### src/rtl/seq_multiplier_taint.sv
// Radix-2 shift-add sequential multiplier with valid/ready handshake, signed mode,
// optional early termination and 1-bit taint tracking of data and completion timing.
module seq_multiplier_taint #(
  parameter int WIDTH      = 32,
  parameter bit EARLY_EXIT = 1'b0
) (
  input  logic               clk,
  input  logic               rst,
  input  logic               start,
  input  logic               start_t,
  output logic               in_ready,
  input  logic               signed_mode,
  input  logic               signed_mode_t,
  input  logic [WIDTH-1:0]   multiplicand,
  input  logic               multiplicand_t,
  input  logic [WIDTH-1:0]   multiplier,
  input  logic               multiplier_t,
  output logic [2*WIDTH-1:0] product,
  output logic               product_t,
  output logic               out_valid,
  output logic               out_valid_t,
  input  logic               out_ready,
  output logic               busy
);
  localparam int PW = 2 * WIDTH;
  localparam int CW = $clog2(WIDTH) + 1;

  typedef enum logic [1:0] {S_IDLE, S_CALC, S_SIGN, S_DONE} state_t;

  state_t          state_q, state_d;
  logic [PW-1:0]   acc_q, acc_d;
  logic [PW-1:0]   md_q, md_d;
  logic [PW-1:0]   product_q, product_d;
  logic [WIDTH-1:0] mr_q, mr_d;
  logic [CW-1:0]   count_q, count_d;
  logic            neg_q, neg_d;
  logic            ptaint_q, ptaint_d;
  logic            vtaint_q, vtaint_d;
  logic            product_t_q, product_t_d;
  logic            out_valid_t_q, out_valid_t_d;
  logic            last_calc;

  // Magnitude as an unsigned WIDTH-bit value; the most negative input maps to 2^(WIDTH-1).
  function automatic logic [WIDTH-1:0] magnitude(input logic [WIDTH-1:0] x, input logic sm);
    return (sm && x[WIDTH-1]) ? (-x) : x;
  endfunction

  assign last_calc = (count_q == CW'(WIDTH - 1)) ||
                     (EARLY_EXIT && ((mr_q >> 1) == '0));

  always_comb begin
    state_d       = state_q;
    acc_d         = acc_q;
    md_d          = md_q;
    mr_d          = mr_q;
    count_d       = count_q;
    neg_d         = neg_q;
    ptaint_d      = ptaint_q;
    vtaint_d      = vtaint_q;
    product_d     = product_q;
    product_t_d   = product_t_q;
    out_valid_t_d = out_valid_t_q;
    case (state_q)
      S_IDLE: begin
        if (start) begin
          md_d     = {{WIDTH{1'b0}}, magnitude(multiplicand, signed_mode)};
          mr_d     = magnitude(multiplier, signed_mode);
          acc_d    = '0;
          count_d  = '0;
          neg_d    = signed_mode & (multiplicand[WIDTH-1] ^ multiplier[WIDTH-1]);
          ptaint_d = multiplicand_t | multiplier_t | signed_mode_t | start_t;
          vtaint_d = start_t | (EARLY_EXIT & multiplier_t);
          state_d  = S_CALC;
        end
      end
      S_CALC: begin
        if (mr_q[0]) acc_d = acc_q + md_q;
        md_d    = md_q << 1;
        mr_d    = mr_q >> 1;
        count_d = count_q + CW'(1);
        if (last_calc) state_d = S_SIGN;
      end
      S_SIGN: begin
        product_d     = neg_q ? (-acc_q) : acc_q;
        product_t_d   = ptaint_q;
        out_valid_t_d = vtaint_q;
        state_d       = S_DONE;
      end
      S_DONE: begin
        if (out_ready) state_d = S_IDLE;
      end
      default: state_d = S_IDLE;
    endcase
  end

  always_ff @(posedge clk) begin
    if (rst) begin
      state_q       <= S_IDLE;
      acc_q         <= '0;
      md_q          <= '0;
      mr_q          <= '0;
      count_q       <= '0;
      neg_q         <= 1'b0;
      ptaint_q      <= 1'b0;
      vtaint_q      <= 1'b0;
      product_q     <= '0;
      product_t_q   <= 1'b0;
      out_valid_t_q <= 1'b0;
    end else begin
      state_q       <= state_d;
      acc_q         <= acc_d;
      md_q          <= md_d;
      mr_q          <= mr_d;
      count_q       <= count_d;
      neg_q         <= neg_d;
      ptaint_q      <= ptaint_d;
      vtaint_q      <= vtaint_d;
      product_q     <= product_d;
      product_t_q   <= product_t_d;
      out_valid_t_q <= out_valid_t_d;
    end
  end

  assign in_ready    = (state_q == S_IDLE);
  assign busy        = (state_q == S_CALC) || (state_q == S_SIGN);
  assign out_valid   = (state_q == S_DONE);
  assign product     = product_q;
  assign product_t   = product_t_q;
  assign out_valid_t = out_valid_t_q;
endmodule

### config.mk
export PLATFORM = sky130hd
export DESIGN_NAME = seq_multiplier_taint
export DESIGN_NICKNAME = d
export VERILOG_FILES = /design/src/rtl/seq_multiplier_taint.sv
export SDC_FILE = /design/constraint.sdc
export NUM_CORES = 1
export LEC_CHECK = 0
export CORE_MARGIN = 2
export CORE_UTILIZATION = 40
export CTS_CLUSTER_DIAMETER = 40
export DETAILED_ROUTE_END_ITERATION = 7
export MAX_ROUTING_LAYER = met4
export PLACE_DENSITY_LB_ADDON = 0.25
export RECOVER_POWER = 50
export SLEW_MARGIN = 20
export SYNTH_ARGS = -nofsm -noshare
export SYNTH_HDL_FRONTEND = slang
export SYNTH_SLANG_ARGS = --single-unit
### constraint.sdc
create_clock -name clk -period 4.6 [get_ports clk]
set_input_delay 0.92 -clock clk [delete_from_list [all_inputs] [get_ports clk]]
set_output_delay 0.92 -clock clk [all_outputs]
set_load 0.01 [all_outputs]
==> run metrics <==
failing checks capacitance limit, slew limit; top-area cell type share of the netlist area 0.315; outcome finished, violations left; Worst-path clk slew 50 ps; Die H 198 um; synthesized cell area 15100 um^2; ANT nets after route 0; worst hold path type reg -> reg; Post-synth EDFFs 0; clock root buffer clkbuf_16; number of global-route vias before repair 12967; CTS tree yes; worst-case clock buffer depth 3; Cell Chain, Critical Path nor4_1 -> nand4b_1 -> or3_1 -> or4_1 -> o31ai_1 -> a21boi_1 -> xnor2_1 -> mux2i_1 -> nor2_1; post-synth cell types 70; Yosys warning total 0; CP delay by family, top simple AND/OR/NAND/NOR gates; CP endpoint kind flop; crit start category flop; Layout Area Growth over Synthesis 21.5%; number of gates resized after cts 0; fin crit period 3700 ps; Syn Inst Count 1962; die area 39200 um^2; n_diodes 0; final setup violation count 0; Max-Slew Margin vs Limit -0.546; Tightest Pin Transition 2320 ps; RSZ-0062 raised after global routing false; number of remaining DRC errors 0; average routed wire per standard cell 16.4 um; Crit path arrival time 4180 ps; PD cells 494 nW/um^2; most frequent cells after synthesis nand2_1, dfxtp_1, nor2_1; Total Wirelength 42400 um; fraction of registers with async set/reset 0; Initial DRT Pass Iterations 5; Avg Cell Area, Syn 7.68 um^2; initial core utilization 0.403; Post-DP Area 16800 um^2; Clock Skew 24.6 ps; CTS Sinks 237; Tot GR Track Use 0.222; # IOs 142; max frequency 270 MHz; maximum VDD drop 0.329 mV; Crit path required time 5080 ps; detail-routed via count per cell 5.39; vias after detailed routing 13914; Final Power 9.04 mW; htree depth 2; Initial DRC Count 884; Post-Route Setup TNS 0 ps; Final period util 0.805; Buf+Inv Stages, Crit Path 0; slowest stage delay, CP 660 ps; fin area 18300 um^2; CP max stage cell or4_1; GR Overflow Total 0; WS Path Type reg -> reg; routability congestion estimate 0.916; largest cells by area after synthesis dfxtp_1, nand2_1, ha_1; Net count, final 2182; Die X 198 um; fin. max-slew vios 138; Port Buffer Count 141; Leak 7.43 nW; Max FO, Critical Path 7; max cap viols 3; hpwl dp 31900 um; core area 37400 um^2; top_reg_cell synth dfxtp_1; top-count cell post-synth nand2_1; first-pass GRT wire length 68800 um; endpoints failing hold 0; clk_lat worst skew 560 ps; Mapped Nets 2107; total CTS buffers 42; Seq/Total Area, Yosys 0.315; antenna violations before repair 0; Cell Rows 71; largest net degree at the start of global routing 89; cell taking the most area after synthesis dfxtp_1; synthesized flop and latch total 237; # hold bufs at CTS 0; post-CTS setup buffers 0; fraction of layout cells with a size suffix above 1 0.0594
## cell usage in the layout, fill, tap and decap left out, types with 6 or more instances in the layout
master and count:
a22oi_1 59, dfxtp_1 236, clkbuf_16 42, nand4_1 25, o21ai_0 126, mux2i_1 29
a31oi_1 11, bufinv_16 6, or2_2 8, or4_1 13, a211oi_1 55, inv_1 33
nor2b_1 10, clkdlybuf4s50_1 70, nor2_1 218, and3_1 11, dlygate4sd3_1 70, nor4_1 13
nor3_1 28, o21a_1 7, o31ai_1 22, ha_1 71, o211ai_1 33, nand2b_1 12
o21bai_1 12, clkinv_4 6, a21oi_1 165, xnor2_1 87, o41ai_1 14, and2_1 6
buf_4 19, nand2_1 262, nand3_1 22, xor2_1 89, or3_1 24, a21o_1 51
## logic make-up (layout without fill, tap and decap cells)
kind of cell    Yosys count  after routing  share of synthesized area
buf+inv                 165            273                     0.0412
simple gates            675            675                      0.201
compound gates          608            608                      0.260
fa+ha+maj                72             72                     0.0603
mux                      29             29                     0.0193
xor+xnor                176            176                      0.102
flops                   237            237                      0.315
## cell type report
| cell class | count | area [um^2] |
|---|---|---|
| fill | 3701 | 19100 |
| multi-input combinational | 1560 | 9710 |
| sequential | 237 | 4750 |
| timing repair buffer | 163 | 1570 |
| clock buffer | 46 | 1090 |
| tap | 511 | 639 |
| clock inverter | 31 | 415 |
| inverter | 33 | 124 |
## metal layers
metal | track usage | vias to the layer above | wire, um
li1 | - | 7207 | -
met1 | 0.317 | 6313 | 21500
met2 | 0.321 | 342 | 17400
met3 | 0.0412 | 52 | 2770
met4 | 0.0504 | 0 | 724
met5 | - | - | 0
## final timing paths
check | startpoint | to | slack, ps | cells past startpoint
worst max register to register | acc_q[6] | product[58] | 900 | 9
worst min-delay path | mr_q[9] | mr_q[9] | 450 | 2
worst max-delay path | acc_q[6] | product[58] | 900 | 9
worst min register to register | mr_q[9] | mr_q[9] | 450 | 2
## power by group
part           internal, mW  switching, mW
Clock                  2.09           1.18
Sequential             2.45          0.288
Combinational          1.11           1.91
## through the flow
stage / cells / hold WS, ps / util / setup WS [ps]
floorplan: 1962 / 432 / - / 1500
global placement: 2504 / 439 / 0.450 / 612
detailed placement: 2504 / 446 / 0.450 / 623
CTS: 2581 / 452 / 0.490 / 914
global route: 2581 / 474 / 0.489 / 553
finish: 2581 / 450 / 0.489 / 897
## worst min-delay path: stages (launching register included)
cell and delay (ps):
dfxtp_1 300, nand2_1 50, a21oi_1 50
## registers in the layout, summed over array words and instances (netlist names), 2 cells and up
signal   cells
product     64
acc_q       64
state_q      2
md_q        64
mr_q        32
count_q      6
Power figures use the tool's default switching activity.
